**src/rtl/glitch_pulse_gen.sv**
```systemverilog
// Trigger-driven glitch pulse-train generator: synchronises the target trigger,
// waits a programmed delay, then emits N pulses of programmed width and spacing.
module glitch_pulse_gen #(
  parameter int SYNC_STAGES = 2
) (
  input  logic        clk,
  input  logic        rst,
  input  logic        trigger_i,
  input  logic        arm_i,
  input  logic [15:0] delay_i,
  input  logic [7:0]  width_i,
  input  logic [7:0]  num_pulses_i,
  input  logic [15:0] spacing_i,
  output logic        pulse_o,
  output logic        busy_o,
  output logic        done_o
);

  typedef enum logic [2:0] {
    IDLE  = 3'd0,
    ARMED = 3'd1,
    DELAY = 3'd2,
    PULSE = 3'd3,
    GAP   = 3'd4
  } state_t;

  state_t                 state_q, state_d;
  logic [SYNC_STAGES-1:0] sync_q, sync_d;
  logic                   trig_prev_q, trig_prev_d;
  logic                   edge_q, edge_d;
  logic                   arm_q, arm_d;
  logic [15:0]            delay_q, delay_d;
  logic [7:0]             width_q, width_d;
  logic [15:0]            spacing_q, spacing_d;
  logic [7:0]             left_q, left_d;
  logic [15:0]            cnt_q, cnt_d;
  logic                   pulse_q, pulse_d;
  logic                   busy_q, busy_d;
  logic                   done_q, done_d;
  logic                   arm_req;

  // Counters hold "cycles remaining minus one" so a zero test ends each phase.
  function automatic logic [15:0] width_reload(input logic [7:0] w);
    return {8'd0, w} - 16'd1;
  endfunction

  function automatic logic [15:0] gap_reload(input logic [15:0] s);
    return (s == 16'd0) ? 16'd0 : s - 16'd1;
  endfunction

  assign arm_req = arm_i & ~arm_q;

  always_ff @(posedge clk or posedge rst) begin
    if (rst) begin
      state_q     <= IDLE;
      sync_q      <= '0;
      trig_prev_q <= 1'b0;
      edge_q      <= 1'b0;
      arm_q       <= 1'b0;
      delay_q     <= '0;
      width_q     <= '0;
      spacing_q   <= '0;
      left_q      <= '0;
      cnt_q       <= '0;
      pulse_q     <= 1'b0;
      busy_q      <= 1'b0;
      done_q      <= 1'b0;
    end else begin
      state_q     <= state_d;
      sync_q      <= sync_d;
      trig_prev_q <= trig_prev_d;
      edge_q      <= edge_d;
      arm_q       <= arm_d;
      delay_q     <= delay_d;
      width_q     <= width_d;
      spacing_q   <= spacing_d;
      left_q      <= left_d;
      cnt_q       <= cnt_d;
      pulse_q     <= pulse_d;
      busy_q      <= busy_d;
      done_q      <= done_d;
    end
  end

  always_comb begin
    state_d     = state_q;
    sync_d      = {sync_q[SYNC_STAGES-2:0], trigger_i};
    trig_prev_d = sync_q[SYNC_STAGES-1];
    // Edge is registered once more; together with the delay counter this
    // places the first rise exactly delay cycles after the ARMED->DELAY hop.
    edge_d      = sync_q[SYNC_STAGES-1] & ~trig_prev_q;
    arm_d       = arm_i;
    delay_d     = delay_q;
    width_d     = width_q;
    spacing_d   = spacing_q;
    left_d      = left_q;
    cnt_d       = cnt_q;

    unique case (state_q)
      IDLE: begin
        if (arm_req && (width_i != 8'd0) && (num_pulses_i != 8'd0)) begin
          delay_d   = delay_i;
          width_d   = width_i;
          spacing_d = spacing_i;
          left_d    = num_pulses_i;
          state_d   = ARMED;
        end
      end
      ARMED: begin
        if (!arm_i) begin
          state_d = IDLE;
        end else if (edge_q) begin
          if (delay_q == 16'd0) begin
            state_d = PULSE;
            cnt_d   = width_reload(width_q);
          end else begin
            state_d = DELAY;
            cnt_d   = delay_q - 16'd1;
          end
        end
      end
      DELAY: begin
        if (!arm_i) begin
          state_d = IDLE;
        end else if (cnt_q == 16'd0) begin
          state_d = PULSE;
          cnt_d   = width_reload(width_q);
        end else begin
          cnt_d = cnt_q - 16'd1;
        end
      end
      PULSE: begin
        if (!arm_i) begin
          state_d = IDLE;
        end else if (cnt_q == 16'd0) begin
          left_d = left_q - 8'd1;
          if (left_q > 8'd1) begin
            state_d = GAP;
            cnt_d   = gap_reload(spacing_q);
          end else begin
            state_d = IDLE;
          end
        end else begin
          cnt_d = cnt_q - 16'd1;
        end
      end
      GAP: begin
        if (!arm_i) begin
          state_d = IDLE;
        end else if (cnt_q == 16'd0) begin
          state_d = PULSE;
          cnt_d   = width_reload(width_q);
        end else begin
          cnt_d = cnt_q - 16'd1;
        end
      end
      default: state_d = IDLE;
    endcase
  end

  // Outputs are decoded from the next state into dedicated flops so the pin
  // never sees state-decode glitches.
  always_comb begin
    pulse_d = (state_d == PULSE);
    busy_d  = (state_d != IDLE);
    done_d  = (state_q == PULSE) && arm_i && (cnt_q == 16'd0) && (left_q == 8'd1);
  end

  assign pulse_o = pulse_q;
  assign busy_o  = busy_q;
  assign done_o  = done_q;

endmodule

```
**config.mk**
```make
export PLATFORM = sky130hd
export DESIGN_NAME = glitch_pulse_gen
export DESIGN_NICKNAME = d
export VERILOG_FILES = /design/src/rtl/glitch_pulse_gen.sv
export SDC_FILE = /design/constraint.sdc
export NUM_CORES = 1
export LEC_CHECK = 0
export CORE_MARGIN = 2
export CORE_UTILIZATION = 55
export DETAILED_ROUTE_END_ITERATION = 10
export GPL_TIMING_DRIVEN = 0
export PLACE_DENSITY = 0.79
export REMOVE_ABC_BUFFERS = 1
export SYNTH_ARGS = -nofsm -noshare
export SYNTH_HDL_FRONTEND = slang
export SYNTH_SLANG_ARGS = --single-unit
```
**constraint.sdc**
```tcl
create_clock -name clk -period 2.7 [get_ports clk]
set_input_delay 0.54 -clock clk [delete_from_list [all_inputs] [get_ports clk]]
set_output_delay 0.54 -clock clk [all_outputs]
set_load 0.005 [all_outputs]
```
==> flow_metrics.tcl <==
set metrics [dict create \
    ff_latch_area_um2 1880 \
    cts.htree.levels 3 \
    synth.ff_latch_count 75 \
    ys_seq_area_share_pct 40.4 \
    ant_nets 0 \
    grt.overflow.total 0 \
    die_w_um 95.9 \
    ys.flop_type "dfrtp_1" \
    synth_most_common_cell "nand2_1" \
    antenna_found_initial 0 \
    cts-buffers-inserted 9 \
    ys_top_cells_by_area "dfrtp_1 40%, nand2_1 11%, o21ai_0 4.3%" \
    synth_mux_area_share_pct 0.431 \
    vias_per_cell 6.17 \
    num_vias 4550 \
    post_drt_wl_per_cell_um 17.5 \
    die_area_um2 9190 \
    io_pins 55 \
    switching_share_pct 39.1 \
    rsz0062_at_grt "false" \
    finalCriticalPeriod_ns 2.67 \
    setup_violations 0 \
    holdPathEnd "sync_q[1]$_DFF_PP0_" \
    grt_use_total_pct 29.1 \
    final.period_utilization_pct 99.0 \
    cp_max_fo 8 \
    cts_tree "yes" \
    final_area_um2 5640 \
    hold_depth 0 \
    reg2regPathDepth 6 \
    synth_fa_ha_area_share_pct 2.16 \
    critical_path_class "flop to flop" \
    diodes 0 \
    worstPathArrival_ns 2.96 \
    power.internal_w 0.00249 \
    synth_common_cells "137 x nand2_1, 75 x dfrtp_1, 49 x nor2_1" \
    drtIter0Drc 408 \
    min_path_type "flop to flop" \
    worstPathRequired_ns 2.99 \
    grt_pass1_vias 4252 \
    synth-xor-area-share_pct 5.10 \
    synth_cell_types 62 \
    async_reset_ff_share_pct 100 \
    p_per_area_nw_per_um2 726 \
    wirelength_um 12900 \
    synth_edf_count 0 \
    syn_to_final_growth_pct 21.5 \
    hold_ws_ns 0.357 \
    tightestPinTransition_ns 0.886 \
    r2r-end "cnt_q[0]$_DFFE_PP0P_" \
    layout-drive-gt1-share_pct 7.59 \
    irDropWorstVdd_mv 0.327 \
    ctsRootBufferMaster "clkbuf_8" \
    yosys.area.top_type "dfrtp_1" \
    initial_core_util_pct 56.5 \
    syn_area_um2 4640 \
    coreArea_um2 8220 \
    worstSkewPairLatency_ns 0.36 \
    combPwrFrac_pct 32.3 \
    fmax_mhz 374 \
    syn_inst 580 \
    numPortBuffers 54 \
    maxCapViolCount 0 \
    slew_headroom_pct 40.4 \
    start_kind "flop" \
    endpoint_kind "flop" \
    synthSimpleGateAreaFrac_pct 30.4 \
    setup_ws_ns 0.0268 \
    nNetsFinal 687 \
    clk_pin_slew_ns 0.09 \
    cts_buffer_depth 2 \
    skew_ns 0.0123 \
    clkSinkCount 75 \
    grt_max_degree 46 \
    rr_startpoint "cnt_q[6]$_DFFE_PP0P_" \
    rrSetupSlack_ns 0.03 \
    synth_top_cell_area_share_pct 40.4 \
    hold_viol 0 \
    grt_pass1_wl_um 20500 \
    place_area_um2 5270 \
    min_from "sync_q[0]$_DFF_PP0_" \
    fillers 695 \
    syn_avg_cell_area_um2 8.00 \
    drv_slew 0 \
    ctsHoldBuffers 0 \
    run_status "complete, no violations" \
    dpl_worst_slack_ns -1.10 \
    drt_drc_violations_left 0 \
    synth-compound-area-share_pct 18.1 \
    p_switching_w 0.00160 \
    routabilityCongestion 0.936 \
    dpl.hpwl_um 9300 \
    yosys_warnings 0 \
    drtPass1Iterations 6 \
    multiInputGateArea_um2 2740 \
    p_leak_nw 2.37 \
    p_seq_share_pct 43.9 \
    die_y_um 95.9 \
    clockPowerShare_pct 23.8 \
    synth_top_family_by_area "simple AND/OR/NAND/NOR gates" \
    rows 33 \
]
## state kept, by name (all words and copies together) (netlist names)
signal       count
state_q          3
pulse_o          1
spacing_q       16
cnt_q           16
width_q          8
busy_o           1
delay_q         16
sync_q           2
trig_prev_q      1
arm_q            1
done_o           1
left_q           8
edge_q           1
## power groups by stage
| stage | registers [W] | logic [W] | clock network, W |
|---|---|---|---|
| floorplan | 0.00168 | 0.000917 | 0 |
| global placement | 0.00177 | 0.00122 | 0 |
| detailed placement | 0.00178 | 0.00126 | 0 |
| CTS | 0.00177 | 0.00129 | 0.000980 |
| global route | 0.00184 | 0.00147 | 0.00104 |
| finish | 0.00180 | 0.00132 | 0.000974 |
## layout make-up
type | count | share of cell area (%)
multi-input cells | 467 | 48.6
clock buffers | 10 | 2.26
well taps | 105 | 2.33
inverters | 16 | 1.11
repair buffers | 58 | 10.8
flip-flops and latches | 75 | 33.3
clock inverters | 6 | 1.60
## logic make-up after synthesis
group	after synthesis
mux	2
flops	75
buf+inv	38
compound gates	134
xor+xnor	27
fa+ha+maj	8
simple gates	296
## what timing repair did
action / CTS / global route
gates resized for setup: 14 / 16
gates cloned: 0 / 0
endpoints found under the setup margin: 60 / 21
setup buffers: 1 / 1
## cells in the final DEF, fill, tap and decap left out, types with 5 or more instances in the layout
master / count
a211oi_1: 11
a21oi_1: 31
a31oi_1: 7
clkbuf_8: 9
clkdlybuf4s50_1: 54
dfrtp_1: 74
ha_1: 8
inv_1: 15
nand2_1: 135
nand2b_1: 5
nand3_1: 16
nand4_1: 9
nor2_1: 47
nor3_1: 20
nor4_1: 12
o21ai_0: 39
or3_1: 6
or4_1: 9
xnor2_1: 11
xor2_1: 16
## critical path, stage by stage, from the launching register on
cell	delay, ns
dfrtp_2	0.47
or4_4	0.58
or3_4	0.41
or4_4	0.60
o22ai_1	0.31
nand2_1	0.09
a31oi_1	0.16
## per-stage QoR
stage | utilization, % | cells | setup TNS, ns | power [W]
5_1_grt | 68.6 | 737 | 0 | 0.00435
2_1_floorplan | - | 558 | -1.55 | 0.00260
3_3_place_gp | 63.5 | 717 | -126.71 | 0.00299
6_report | 68.6 | 737 | 0 | 0.00409
3_5_place_dp | 64.2 | 719 | -32.40 | 0.00305
4_1_cts | 67.5 | 736 | 0 | 0.00404
## worst max-delay path by stage
| stage | startpoint | end | slack [ns] | depth (start not counted) |
|---|---|---|---|---|
| final | cnt_q[6]$_DFFE_PP0P_ | cnt_q[0]$_DFFE_PP0P_ | 0.03 | 6 |
| after detailed placement | arm_i | left_q[0]$_DFFE_PP0P_ | -1.10 | 7 |
| after CTS | delay_q[7]$_DFFE_PP0P_ | cnt_q[8]$_DFFE_PP0P_ | 0.01 | 6 |
| after floorplan | arm_i | left_q[0]$_DFFE_PP0P_ | -0.23 | 6 |
| after global routing | cnt_q[0]$_DFFE_PP0P_ | cnt_q[8]$_DFFE_PP0P_ | 0.005 | 9 |
| after global placement | arm_i | left_q[0]$_DFFE_PP0P_ | -1.87 | 7 |
## metal layers
metal / track usage [%] / up-vias / wire length [µm]
li1: - / 2178 / -
met1: 37.6 / 2189 / 5670
met2: 49.2 / 160 / 6230
met3: 5.95 / 23 / 747
met4: 8.69 / 0 / 229
met5: 0 / - / 0
(Power assumes the default switching activity.)
==> RTL change 1: new RTL, config.mk and constraints unchanged <==
Reset style: synchronous (`rst`), changed in one clocked block.
--- a/src/rtl/glitch_pulse_gen.sv
+++ b/src/rtl/glitch_pulse_gen.sv
@@ -51,5 +51,5 @@
   assign arm_req = arm_i & ~arm_q;
 
-  always_ff @(posedge clk or posedge rst) begin
+  always_ff @(posedge clk) begin
     if (rst) begin
       state_q     <= IDLE;
Check against the original RTL: differs if rst is asserted again (counterexample within 4 cycles, from zero or initial values and one cycle with rst high); with rst held inactive, the same outputs for 10 cycles.
==> RTL change 1 against the unedited design <==
Routed wire length shrank 4.3%; sequential share of layout area shrank 5.7 points; power shrank 28%; non-clock buffer count grew 6; design area shrank 3.7%; die area shrank 2.7%; synthesized area shrank 2.9%; critical path depth grew 2; worst setup slack gained 30 ps; via count grew 1.7%; sequential cell count is the same; global-route usage shrank 1.5 points; largest cell class unchanged; largest power group unchanged; highest routed layer unchanged.
==> RTL change 1: results <==
[sta]
slew_headroom_pct = 35.6
finalClockSkew_ps = 6.31

[setup_path]
critical_path_arrival_ps = 2870

[synth]
synth_mux_area_share_pct = 0.666
yosys-top-cells-area = dfxtp_1, nand2_1, a21oi_1, xnor2_1, o21ai_0
synth_top_flop_cell = dfxtp_1
ys_seq_area_share_pct = 33.3
synth_cell_type_count = 68
synthXorXnorAreaFrac_pct = 6.61
synth_commonest_cells = nand2_1, dfxtp_1, a21oi_1, nor2_1, o21ai_0
async_reset_ff_share_pct = 0
synth_fa_ha_area_share_pct = 2.22

[cells_and_area]
stdcell_count = 748

[drt]
drt_iter0_markers = 309
first_pass_iters = 5
viasPerCell = 6.19

[grt]
grt_pass1_wl_um = 19500
grt_max_degree = 41
grt_usage_pct = 27.5
grt_pass1_vias = 4186

[placed_design]
pre_cts_ws_ps = -1500
gp_congestion = 0.910
dpl.hpwl_um = 8490
dp_cells = 722

[run_status]
status = complete, no violations

[power]
p_leak_nw = 2.02
-- RTL change 1: cell families after synthesis --
logic type | Yosys count
simple gates | 253
compound gates | 171
flops | 75
buf+inv | 52
xor+xnor | 34
fa+ha+maj | 8
mux | 3
-- RTL change 1: what timing repair did --
action / CTS / global route
gates resized for setup: 13 / 7
cloned: 0 / 1
pin swaps: 4 / 3
setup endpoints to repair: 66 / 46
setup buffers: 4 / 5
-- RTL change 1: final timing paths --
kind	startpoint	to	slack, ps	cells after the start
worst max-delay path	width_q[0]$_SDFFE_PP0P_	cnt_q[8]$_SDFFE_PP0P_	60	8
worst min-delay path	trig_prev_q$_SDFF_PP0_	edge_q$_SDFF_PP0_	390	1
worst max register to register	width_q[0]$_SDFFE_PP0P_	cnt_q[8]$_SDFFE_PP0P_	60	8
worst min register to register	trig_prev_q$_SDFF_PP0_	edge_q$_SDFF_PP0_	390	1
-- RTL change 1: per-layer routing --
layer / track usage (%) / share of wire [%]
met1: 34.4 / 44
met2: 46.3 / 48
met3: 3.99 / 4.1
met4: 14.0 / 3.8
met5: 0 / 0
-- RTL change 1: worst max-delay path, cell delays in order, from the launching register on --
cell	delay [ps]
dfxtp_1	380
inv_1	80
ha_1	220
or3b_2	500
or4_4	510
a21o_4	270
nand2_1	70
a21oi_1	70
o32ai_1	420
-- RTL change 1: power groups by stage --
stage	Clock, mW	Combinational, mW	Sequential, mW
floorplan	0	0.453	1.23
global placement	0	0.654	1.25
detailed placement	0	0.669	1.25
CTS	1.00	0.696	1.22
global route	1.05	0.798	1.23
finish	0.992	0.728	1.23
-- RTL change 1: area by class of cell --
cell class	instances	area [um^2]
clock inverters	5	75.1
repair buffers	64	626
fillers	719	2660
multi-input cells	470	2880
well taps	105	131
flip-flops and latches	75	1500
clock buffers	11	151
inverters	18	67.6
-- RTL change 1: through the flow --
| stage | setup TNS [ps] | power [mW] | hold slack, ps | cell area [um^2] |
|---|---|---|---|---|
| 5_1_grt | -7.22 | 3.08 | 407 | 5430 |
| 2_1_floorplan | -67.4 | 1.69 | 367 | 4360 |
| 6_report | 0 | 2.95 | 388 | 5430 |
| 4_1_cts | -14.4 | 2.92 | 392 | 5350 |
| 3_3_place_gp | -63700 | 1.90 | 380 | 5030 |
| 3_5_place_dp | -51990 | 1.92 | 377 | 5050 |
==> RTL change 2: new RTL, same settings <==
Made on the original files. The parameter `SYNC_STAGES` goes from 2 to 4.
--- a/src/rtl/glitch_pulse_gen.sv
+++ b/src/rtl/glitch_pulse_gen.sv
@@ -2,5 +2,5 @@
 // waits a programmed delay, then emits N pulses of programmed width and spacing.
 module glitch_pulse_gen #(
-  parameter int SYNC_STAGES = 2
+  parameter int SYNC_STAGES = 4
 ) (
   input  logic        clk,
Formal check against the unedited RTL: not equivalent (Yosys sat finds a counterexample within 10 cycles, from zero or initial values and one cycle with rst high).
==> RTL change 2 against the unedited design <==
Clock skew barely moved; sequential power rose by 3%; synthesized area rose by 3.1%; die area rose by 3.0%; routed wire length rose by 6.5%; non-clock buffer count rose by 9; count of clock-buffer cells in the layout did not move; largest cell class unchanged; sequential cell count rose by 2; worst setup slack improved by 32 ps; clock power rose by 4%; design area rose by 2.7%; global-route usage fell by 0.84 points; sequential share of layout area barely moved; power rose by 2.9%; critical path type unchanged.
==> RTL change 2: results <==
[placed_design]
dpl.hpwl_um = 8670
gp_congestion = 0.915
place_area_mm2 = 0.00536
dp_cells = 699

[cells_and_area]
fin_nets = 678
n_fill_cell = 666
stdcell_count = 731
nNonClkBuffers = 67
nonClkBufAreaFrac_pct = 11.5
fin_util_pct = 67.4

[grt]
met1_usage_pct = 37.6
grtUsageMet2_pct = 44.9
grt_max_degree = 55
grt_usage_pct = 28.3

[setup_path]
cp_max_fo = 19

[drt]
vias = 4674
first_pass_iters = 7
wl_met3_um = 1150
wl_met2_um = 6590

[sta]
slew_headroom_pct = 36.5
finalClockSkew_ps = 12.1

[die]
fp-row-count = 34

[power]
p_int_mw = 2.61

[synth]
synth_commonest_cells = nand2_1, dfrtp_1, nor2_1, o21ai_0, nor3_1

[run_status]
status = complete, no violations
==> RTL change 2: changes by cell type after synthesis, sizes merged, moves of 6 or more <==
cell    unedited run  this run
nand2            137       109
a21oi             32        19
buf                3        13
a211oi            11         3
mux2               0         8
nor2              49        42
o211ai             1         8
xnor2             11        18
xor2              16         9
nor3              21        27
==> RTL change 2: cells by family after synthesis <==
kind of cell / after synthesis / share of synthesized area [%]
AOI/OAI and AO/OA: 127 / 18.5
adders and majority gates: 8 / 2.09
DFF: 77 / 40.3
muxes: 10 / 2.30
buffers and inverters: 53 / 4.81
and+or+nand+nor: 266 / 27.1
xor gates and xnor gates: 27 / 4.94
==> RTL change 2: timing repair <==
item,CTS,global route
cloned,3,2
hold buffers,0,0
pin swaps,4,4
setup buffers,5,6
setup endpoints to repair,61,18
gates resized for setup,16,6
endpoints found under the hold margin,0,0
==> RTL change 2: critical path, cell delays in order, from the launching register on <==
cell and delay, ps:
dfrtp_1 470, or4_4 610, and4b_2 410, nand4b_1 260, and2_2 440, nand4_1 160, o311ai_0 140
==> RTL change 2: final timing paths <==
check | start | end | slack [ps]
worst max register to register | cnt_q[9]$_DFFE_PP0P_ | cnt_q[10]$_DFFE_PP0P_ | 60
max in group asynchronous | rst | delay_q[6]$_DFFE_PP0P_ | 1630
min in group asynchronous | rst | spacing_q[10]$_DFFE_PP0P_ | 500
worst max-delay path | cnt_q[9]$_DFFE_PP0P_ | cnt_q[10]$_DFFE_PP0P_ | 60
worst min register to register | sync_q[1]$_DFF_PP0_ | sync_q[2]$_DFF_PP0_ | 360
worst min-delay path | sync_q[1]$_DFF_PP0_ | sync_q[2]$_DFF_PP0_ | 360
